## src/rtl/and_input_driver.sv

```systemverilog
// and_input_driver
// Stimulus source for the input side of an AND gate. Operand pairs arrive
// on a valid/ready command port and are buffered in a small FIFO. An FSM
// (IDLE / DRIVE / GAP) presents one pair per DRIVE cycle on registered a/b
// outputs, then inserts a programmable idle gap. One cycle after each drive,
// the expected AND result is published for the output-side checker.
//
// Optional build macro: AND_INPUT_DRIVER_STATS_EN
//   When defined, adds a 16-bit wrapping drv_count output that counts
//   cycles with drv_valid high.
module and_input_driver #(
  parameter int AND_INPUTS_WIDTH = 8,
  parameter int FIFO_DEPTH       = 4,
  parameter int GAP_WIDTH        = 4
) (
  input  logic                              clk,
  input  logic                              rst,
  input  logic                              cmd_valid,
  output logic                              cmd_ready,
  input  logic [AND_INPUTS_WIDTH-1:0]       cmd_a,
  input  logic [AND_INPUTS_WIDTH-1:0]       cmd_b,
  input  logic [GAP_WIDTH-1:0]              gap_cycles,
  output logic [AND_INPUTS_WIDTH-1:0]       a,
  output logic [AND_INPUTS_WIDTH-1:0]       b,
  output logic                              drv_valid,
  output logic [AND_INPUTS_WIDTH-1:0]       exp_y,
  output logic                              exp_valid,
  output logic [$clog2(FIFO_DEPTH):0]       fifo_count,
  output logic                              busy
`ifdef AND_INPUT_DRIVER_STATS_EN
  ,
  output logic [15:0]                       drv_count
`endif
);

  localparam int PTR_W = $clog2(FIFO_DEPTH);
  localparam int CNT_W = PTR_W + 1;
  localparam logic [CNT_W-1:0] FULL_CNT = CNT_W'(FIFO_DEPTH);

  typedef enum logic [1:0] {
    S_IDLE  = 2'd0,
    S_DRIVE = 2'd1,
    S_GAP   = 2'd2
  } state_t;

  // FIFO storage and bookkeeping
  logic [AND_INPUTS_WIDTH-1:0] r_mem_a [FIFO_DEPTH];
  logic [AND_INPUTS_WIDTH-1:0] r_mem_b [FIFO_DEPTH];
  logic [PTR_W-1:0]            r_wr_ptr;
  logic [PTR_W-1:0]            r_rd_ptr;
  logic [CNT_W-1:0]            r_count;

  // FSM
  state_t                      r_state;
  state_t                      w_state_next;
  logic [GAP_WIDTH-1:0]        r_gap_cnt;
  logic [GAP_WIDTH-1:0]        w_gap_cnt_next;

  // Drive-side registers
  logic [AND_INPUTS_WIDTH-1:0] r_a;
  logic [AND_INPUTS_WIDTH-1:0] r_b;
  logic [AND_INPUTS_WIDTH-1:0] r_exp_y;
  logic                        r_exp_valid;

  // Handshake and control wires
  logic                        w_full;
  logic                        w_empty;
  logic                        w_push;
  logic                        w_pop;
  logic                        w_drv_valid;
  logic [AND_INPUTS_WIDTH-1:0] w_head_a;
  logic [AND_INPUTS_WIDTH-1:0] w_head_b;

  // No push-through when full: ready depends only on occupancy, never on a pop
  assign w_full    = (r_count == FULL_CNT);
  assign w_empty   = (r_count == '0);
  assign w_push    = cmd_valid & ~w_full;
  assign w_head_a  = r_mem_a[r_rd_ptr];
  assign w_head_b  = r_mem_b[r_rd_ptr];

  // DRIVE lasts exactly one cycle per transaction, so drv_valid is the state
  assign w_drv_valid = (r_state == S_DRIVE);

  // Buffer write port; storage itself is not reset, only the pointers are
  always_ff @(posedge clk) begin
    if (w_push) begin
      r_mem_a[r_wr_ptr] <= cmd_a;
      r_mem_b[r_wr_ptr] <= cmd_b;
    end
  end

  // Pointer and occupancy tracking; pointers wrap naturally (depth is 2^n)
  always_ff @(posedge clk or posedge rst) begin
    if (rst) begin
      r_wr_ptr <= '0;
      r_rd_ptr <= '0;
      r_count  <= '0;
    end else begin
      if (w_push) begin
        r_wr_ptr <= r_wr_ptr + PTR_W'(1);
      end
      if (w_pop) begin
        r_rd_ptr <= r_rd_ptr + PTR_W'(1);
      end
      case ({w_push, w_pop})
        2'b10:   r_count <= r_count + CNT_W'(1);
        2'b01:   r_count <= r_count - CNT_W'(1);
        default: r_count <= r_count;
      endcase
    end
  end

  // FSM state and gap counter registers
  always_ff @(posedge clk or posedge rst) begin
    if (rst) begin
      r_state   <= S_IDLE;
      r_gap_cnt <= '0;
    end else begin
      r_state   <= w_state_next;
      r_gap_cnt <= w_gap_cnt_next;
    end
  end

  // Next-state logic; every transition into DRIVE pops the FIFO head
  always_comb begin
    w_state_next   = r_state;
    w_gap_cnt_next = r_gap_cnt;
    w_pop          = 1'b0;
    case (r_state)
      S_IDLE: begin
        if (!w_empty) begin
          w_state_next = S_DRIVE;
          w_pop        = 1'b1;
        end
      end
      S_DRIVE: begin
        // gap_cycles is sampled only here; later changes cannot stretch a gap
        if (gap_cycles == '0) begin
          if (!w_empty) begin
            w_state_next = S_DRIVE;
            w_pop        = 1'b1;
          end else begin
            w_state_next = S_IDLE;
          end
        end else begin
          w_state_next   = S_GAP;
          w_gap_cnt_next = gap_cycles;
        end
      end
      S_GAP: begin
        // The counter holds the number of GAP cycles still to spend,
        // including the current one; <= 1 also guards a zero count.
        if (r_gap_cnt <= GAP_WIDTH'(1)) begin
          w_gap_cnt_next = '0;
          if (!w_empty) begin
            w_state_next = S_DRIVE;
            w_pop        = 1'b1;
          end else begin
            w_state_next = S_IDLE;
          end
        end else begin
          w_gap_cnt_next = r_gap_cnt - GAP_WIDTH'(1);
        end
      end
      default: begin
        w_state_next = S_IDLE;
      end
    endcase
  end

  // Operand registers: load the FIFO head whenever it is popped, else hold
  always_ff @(posedge clk or posedge rst) begin
    if (rst) begin
      r_a <= '0;
      r_b <= '0;
    end else if (w_pop) begin
      r_a <= w_head_a;
      r_b <= w_head_b;
    end
  end

  // Expected result trails the drive cycle by one; exp_y holds between drives
  always_ff @(posedge clk or posedge rst) begin
    if (rst) begin
      r_exp_y     <= '0;
      r_exp_valid <= 1'b0;
    end else begin
      r_exp_valid <= w_drv_valid;
      if (w_drv_valid) begin
        r_exp_y <= r_a & r_b;
      end
    end
  end

`ifdef AND_INPUT_DRIVER_STATS_EN
  logic [15:0] r_drv_count;

  // Count drive cycles; wraps modulo 2^16
  always_ff @(posedge clk or posedge rst) begin
    if (rst) begin
      r_drv_count <= '0;
    end else if (w_drv_valid) begin
      r_drv_count <= r_drv_count + 16'd1;
    end
  end

  assign drv_count = r_drv_count;
`endif

  assign cmd_ready  = ~w_full;
  assign a          = r_a;
  assign b          = r_b;
  assign drv_valid  = w_drv_valid;
  assign exp_y      = r_exp_y;
  assign exp_valid  = r_exp_valid;
  assign fifo_count = r_count;
  assign busy       = (r_state != S_IDLE) | ~w_empty;

endmodule

```

## config.mk

```make
export PLATFORM = sky130hd
export DESIGN_NAME = and_input_driver
export DESIGN_NICKNAME = d
export VERILOG_FILES = /design/src/rtl/and_input_driver.sv
export SDC_FILE = /design/constraint.sdc
export NUM_CORES = 1
export LEC_CHECK = 0
export ABC_AREA = 0
export ABC_CLOCK_PERIOD_IN_PS = 3200
export CAP_MARGIN = 20
export CORE_ASPECT_RATIO = 1.75
export CORE_MARGIN = 2
export CORE_UTILIZATION = 40
export DETAILED_ROUTE_END_ITERATION = 8
export PLACE_DENSITY = 0.65
export SLEW_MARGIN = 15
export SYNTH_ARGS = -nofsm -noshare
export SYNTH_HDL_FRONTEND = slang
export SYNTH_SLANG_ARGS = --single-unit
```

## constraint.sdc

```tcl
create_clock -name clk -period 3.2 [get_ports clk]
set_input_delay 0.32 -clock clk [delete_from_list [all_inputs] [get_ports clk]]
set_output_delay 0.32 -clock clk [all_outputs]
set_load 0.02 [all_outputs]
```

* Word level (Yosys, flattened, before mapping) *
Memories as Yosys holds them, arrays and structs flattened. A register that Yosys moved wholly into a read port is not among the register bits.
Index checks and enable logic that the tools add are counted.

cells by class
  $add $sub $neg = 5
  magnitude comparators = 1
  equal/unequal tests = 8
  muxes and demuxes = 15
  bitwise operators = 5
  reduce and logical (&&, ||, !) cells = 8

operator list
  cell                                                                               number
  8-bit AND                                                                          1
  4-bit two-way mux                                                                  2
  4-bit case mux with 2 select lines                                                 1
  1-bit two-way mux                                                                  6
  2-bit two-way mux                                                                  3
  2-bit inequality test (second input constant)                                      3
  2-bit case mux with 3 select lines                                                 1
  3-bit case mux with 2 select lines                                                 1
  2-bit nonzero test                                                                 3
  2-bit by 1-bit adder with 2-bit output (second input constant)                     2
  2-bit by 1-bit equality test with 1-bit output (second input constant)             2
  2-bit equality test (second input constant)                                        2
  4-bit by 1-bit less-or-equal comparator with 1-bit output (second input constant)  1
  4-bit zero test                                                                    1
  2-bit AND reduction                                                                2
  4-bit by 1-bit subtractor with 4-bit output (second input constant)                1
  3-bit by 1-bit adder with 3-bit output (second input constant)                     1
  3-bit equality test (second input constant)                                        1
  3-bit zero test                                                                    1
  1-bit case mux with 3 select lines                                                 1
  3-bit by 1-bit subtractor with 3-bit output (second input constant)                1
  2-bit zero test                                                                    1
  1-bit NOT                                                                          2
  1-bit AND                                                                          1
  1-bit bitwise OR                                                                   1

storage, ports and cells
  bits in registers = 22
  memory bits (writable) = 64
  memories kept = 2

memories
  memory   words  bits a word  read ports  clocked after memory_dff  wr ports  RTL line  source
  r_mem_a  4      8            1           1                         1         47        logic [AND_INPUTS_WIDTH-1:0] r_mem_a [FIFO_DEPTH];
  r_mem_b  4      8            1           1                         1         48        logic [AND_INPUTS_WIDTH-1:0] r_mem_b [FIFO_DEPTH];

* Depth between registers and ports, before layout *
  depth after elaboration = 6
  mapped depth = 13

* Worst setup path before layout *
Ideal clock, no wire load.

  kind = register to register
  start = register r_state[0]
  end = register r_count[2], in the netlist fifo_count[2]
  library setup time = 0.080 ns
  data arrival time = 2.416 ns
  required time = 3.120 ns
  slack = 0.704 ns
  cell stages (with the launch flop) = 14
  period minus slack after synthesis = 2.496 ns
  path through = dfrtp_1 -> inv_1 -> ha_1 -> buf_2 -> inv_1 -> nand3_2 -> a21boi_4 -> buf_12 -> ha_1 -> inv_1 -> fa_1 -> xor2_1 -> nor2_1 -> xor2_1

between the ends
  longest elaborated chain between the ends = 4
  elaborated cells between the ends (all ways) = 8
  those cells by class = eq/ne (4); mux (2); reduce/logical (2)

ends and longest elaborated chain
  item                                                                                   RTL line  source
  start, declared                                                                        54        state_t r_state;
  start signal, assigned                                                                 119       r_state <= w_state_next;
  2-bit equality test (tied with other cells)                                            129       case (r_state)
  1-bit case mux with 3 select lines (*)                                                 129
  net w_pop                                                                              69        logic w_pop;
  2-bit by 1-bit equality test with 1-bit output or 2-bit equality test (tied branches)  105       case ({w_push, w_pop})
  3-bit case mux with 2 select lines or 2-bit nonzero test (tied branches)               -
  end signal, assigned                                                                   106       2'b10: r_count <= r_count + CNT_W'(1);
  end signal, assigned                                                                   107       2'b01: r_count <= r_count - CNT_W'(1);
  end signal, assigned                                                                   108       default: r_count <= r_count;
  end, declared                                                                          51        logic [CNT_W-1:0] r_count;

The timed path passes the listed nets; every way through them passes the cells marked *.
A chain may end at the register's enable or synchronous reset.

* Final worst setup path *
  start = register r_state[0]
  end = register r_count[2], in the netlist fifo_count[2]

between the ends
  longest elaborated chain between the ends = 4
  elaborated cells between the ends (all ways) = 8
  those cells by class = eq/ne (4); mux (2); reduce/logical (2)

ends and longest elaborated chain
  item                                                                                   RTL line
  2-bit equality test (tied with other cells)                                            129
  1-bit case mux with 3 select lines (*)                                                 129
  2-bit by 1-bit equality test with 1-bit output or 2-bit equality test (tied branches)  105
  3-bit case mux with 2 select lines or 2-bit nonzero test (tied branches)               -

Mark *: on every way between the ends. The rest lies on a longest branch, timed or not.

==> summary by stage <==
CTS
The maximum buffer depth of the clock tree is 2. The CTS tree is yes. The H-tree generated during clock tree synthesis spans 3 levels.

The post-cts gate resize count is 0. CTS saw a little over 100 sinks. The count of hold buffers inserted by post-cts repair is 0. Clock-pin slew was measured on the worst setup and hold paths at around 0.060 ns. The clock network latency to the later pin of the worst-skew pair is about 0.34 ns. Counting the buffers created by CTS gives 9. The post-CTS repair timing setup buffer count is 0. The root buffer cell chosen for the clock tree is sky130_fd_sc_hd__clkbuf_16.

Placed design
In this run the tool buffered the top-level ports with 53 buffer cells. The congestion estimate from routability-driven global placement came to about 0.72. The HPWL after detailed placement is between 5000 and 6000 um.

Die
The area of the core is about 10000 um2. The vertical die dimension is roughly 140 um. The die covers about 11000 um2. The I/O pin total is 54. Row generation in the floorplan step produced just under 50 rows.

For this configuration, the core starts out at a cell density of 0.411. The width of the chip is 81.6 um.

Global route
The via count of the first global-routing pass is between 2000 and 2500. The first-pass GRT wire length is about 12000 um. The total overflow left after global routing is 0.

The initial antenna violation count is 0. The pin count of the biggest net entering global routing is 39. In the global route stage, overall resource usage came out at 0.150.

STA
On the final layout, the worst hold slack is 0.397 ns. For this run, the top clock speed supported by timing is around 410 MHz. In the finished design, the share of the clock period the worst path needs comes to 0.763. The final-report hold violation count is 0. For the pin with the worst max-slew slack, the measured transition is approximately 0.88 ns. Setup violations remaining at the end of the flow were counted as 0. In this run the tightest slew margin relative to its limit is 0.416. After routing, the total negative slack on setup checks comes to 0 ns.

Setup repair after global routing left no endpoint under its margin. The number of pins with negative max-slew slack in the final report is 0. Across the routed clock network, the largest skew measured is 0.00816 ns. The minimum clock period is 2.44 ns.

Logic synthesis
The average instance in the mapped netlist occupies ~17 um2. The synthesized cell area is 4210 um2. The synthesized design contains 102 register bits. The Yosys step of the flow raised 0 warnings.

In the synthesized netlist, the number of instances is 241. Of the total synthesized cell area, the portion taken by full adders, half adders and majority gates is 0.0374. The synthesized design contains between 60 and 70 enable-type register cells. The post-synthesis async set-or-reset flop share is 0.373.

The number of nets in the synthesized netlist is about 280. The post-synthesis share of cell area spent on and, or, nand and nor gates is 0.0413. Of the synthesized area, sequential elements account for 0.682. Of the post-synthesis cell area, the dominant cell type holds 0.456. Of the total synthesized cell area, the portion taken by XOR and XNOR cells is 0.0125. Ranked by total cell area, the synthesized netlist is headed by sky130_fd_sc_hd__edfxtp_1 (46%), sky130_fd_sc_hd__dfrtp_1 (23%), sky130_fd_sc_hd__mux4_2 (8.6%). The compound-gate portion of the synthesized area was 0.0416.

The cell taking the most area after synthesis is sky130_fd_sc_hd__edfxtp_1. The portion of netlist area occupied by mux cells is 0.153. The most common flop cell mapped by yosys is sky130_fd_sc_hd__edfxtp_1.

The combinational family with the most area after synthesis is multiplexers. Yosys instantiated no cell more often than sky130_fd_sc_hd__edfxtp_1. The number of distinct library cells after synthesis is 40. Sorting the synthesized cells by how often they occur yields sky130_fd_sc_hd__edfxtp_1 (64), sky130_fd_sc_hd__dfrtp_1 (38), sky130_fd_sc_hd__inv_1 (22).

Layout
The area added between synthesis and finish is 22.2%. The repair_antennas step left the layout with diodes totalling 0. The final net count is approximately 340. The final standard cell utilization of the core is 0.503. The fraction of final layout cells sized beyond drive strength 1 is 0.199.

Routing
The average via count per standard cell is about 5. The wire length on met1 is 2940 um. The first routing iteration left between 100 and 150 violations. After detailed routing, the number of remaining DRC violations is 0. For this block, the via count after detailed routing is about 2200. The met3 wirelength from detailed routing is between 200 and 250 um. The met2 routed wirelength is 4210 um. The highest layer touched by signal routing is met4. The number of iterations in the first detailed-routing pass is 4. The detail route stage leaves a number of antenna-violating nets equal to 0. The final layout contains routed wiring with a total length of 7600 um. In the final routed layout, each cell accounts on average for ~18 um.

Worst setup path
Of all nets on the critical path, the largest fanout is 8. The critical path class is flop to flop. The category of the worst setup path launch point is a flop.

STA puts the critical path data required time at approximately 3.5 ns. Data arrives at the worst endpoint at between 2 and 3 ns. STA classifies the critical path endpoint as a flop. Setup slack on the worst reg-to-reg path comes out at 0.76 ns.

Job
The tool flagged a number of max-cap violations equal to 0.

Status
The flow ran to the end, and the final reports show no timing, DRC or antenna violations.

Power
IR analysis of the VDD net gives a maximum drop of 0.406 mV. Power spread over the standard cell area amounts to between 1000 and 1500 nW/um2. For this design the static power due to leakage is between 1.5 and 2 nW.

Hold path
The worst min-delay path class is primary input to asynchronous set/reset pin.
-- state kept, by name, indices dropped and copies added (netlist names) --
| register | cells |
|---|---|
| a | 8 |
| b | 8 |
| exp_valid | 1 |
| exp_y | 8 |
| fifo_count | 3 |
| r_gap_cnt | 4 |
| r_mem_a | 32 |
| r_mem_b | 32 |
| r_rd_ptr | 2 |
| r_state | 2 |
| r_wr_ptr | 2 |
-- cells by family (layout without fill, tap and decap cells) --
kind of cell	count (synthesis)	in the layout
multiplexers	39	39
XOR/XNOR	6	6
AO/OA/AOI/OAI	22	22
AND/OR/NAND/NOR	30	30
adder cells (fa/ha/maj)	12	12
flip-flops	102	102
buffers and inverters	30	95
-- layout by cell type, fill, tap and decap left out, types with 2 or more instances in the layout --
| cell type | n |
|---|---|
| sky130_fd_sc_hd__buf_4 | 4 |
| sky130_fd_sc_hd__o21ai_0 | 11 |
| sky130_fd_sc_hd__clkinv_4 | 3 |
| sky130_fd_sc_hd__dfrtp_1 | 38 |
| sky130_fd_sc_hd__mux2_4 | 8 |
| sky130_fd_sc_hd__xor2_1 | 3 |
| sky130_fd_sc_hd__clkdlybuf4s50_1 | 53 |
| sky130_fd_sc_hd__and3_1 | 4 |
| sky130_fd_sc_hd__inv_1 | 22 |
| sky130_fd_sc_hd__clkinv_2 | 2 |
| sky130_fd_sc_hd__xnor2_1 | 3 |
| sky130_fd_sc_hd__clkbuf_16 | 9 |
| sky130_fd_sc_hd__edfxtp_1 | 64 |
| sky130_fd_sc_hd__mux2i_1 | 4 |
| sky130_fd_sc_hd__nor2_1 | 5 |
| sky130_fd_sc_hd__nand2_1 | 4 |
| sky130_fd_sc_hd__nand3_1 | 9 |
| sky130_fd_sc_hd__mux2_2 | 11 |
| sky130_fd_sc_hd__ha_1 | 11 |
| sky130_fd_sc_hd__mux4_2 | 16 |
-- worst paths after layout --
check	endpoint	depth (start not counted)	from
max in group asynchronous	a[1]$_DFFE_PP0P_	3	rst
worst min register to register	exp_y[2]$_DFFE_PP0P_	2	exp_y[2]$_DFFE_PP0P_
worst max-delay path	fifo_count[2]$_DFFE_PP0P_	10	r_state[0]$_DFFE_PP0P_
worst min-delay path	fifo_count[0]$_DFFE_PP0P_	3	rst
worst max register to register	fifo_count[2]$_DFFE_PP0P_	10	r_state[0]$_DFFE_PP0P_
min in group clk	exp_y[2]$_DFFE_PP0P_	2	exp_y[2]$_DFFE_PP0P_
-- power by group --
group	internal (mW)	leakage, nW	total (mW)	switching (mW)
combinational	1.12	0.771	2.14	1.02
sequential	1.84	1.05	2.10	0.265
clock	0.526	0.134	0.984	0.458
-- worst max-delay path, stage by stage, from the launching register on --
cell and delay (ns):
sky130_fd_sc_hd__dfrtp_1 0.41, sky130_fd_sc_hd__inv_1 0.10, sky130_fd_sc_hd__ha_1 0.36, sky130_fd_sc_hd__a41oi_2 0.22, sky130_fd_sc_hd__a21boi_4 0.21, sky130_fd_sc_hd__ha_1 0.22, sky130_fd_sc_hd__inv_1 0.07, sky130_fd_sc_hd__fa_1 0.37
sky130_fd_sc_hd__xor2_1 0.15, sky130_fd_sc_hd__nor2_1 0.11, sky130_fd_sc_hd__xor2_1 0.15
-- stage by stage --
| step | std cells | worst slack [ns] | instance area (um2) | power [mW] |
|---|---|---|---|---|
| 6_report | 433 | 0.757 | 5150 | 5.23 |
| 5_1_grt | 433 | 0.624 | 5150 | 5.56 |
| 4_1_cts | 433 | 0.748 | 5150 | 5.32 |
| 3_5_place_dp | 417 | 0.505 | 4880 | 4.32 |
| 3_3_place_gp | 417 | 0.568 | 4880 | 4.27 |
| 2_1_floorplan | 241 | 0.704 | 4210 | 3.59 |
-- layout make-up --
cell class / count / area [um2]
Clock inverter: 6 / 40.0
Tap cell: 127 / 159
Multi-Input combinational cell: 109 / 1200
Fill cell: 863 / 5090
Inverter: 22 / 82.6
Timing Repair Buffer: 57 / 561
Clock buffer: 10 / 229
Sequential cell: 102 / 2870
-- per-layer routing --
layer,GRT usage,vias up
met2,0.255,46
met4,0.0714,0
met3,0.0357,12
li1,-,1021
met1,0.173,1111
met5,0,-
Note: power is estimated with default switching activity, not from simulation.
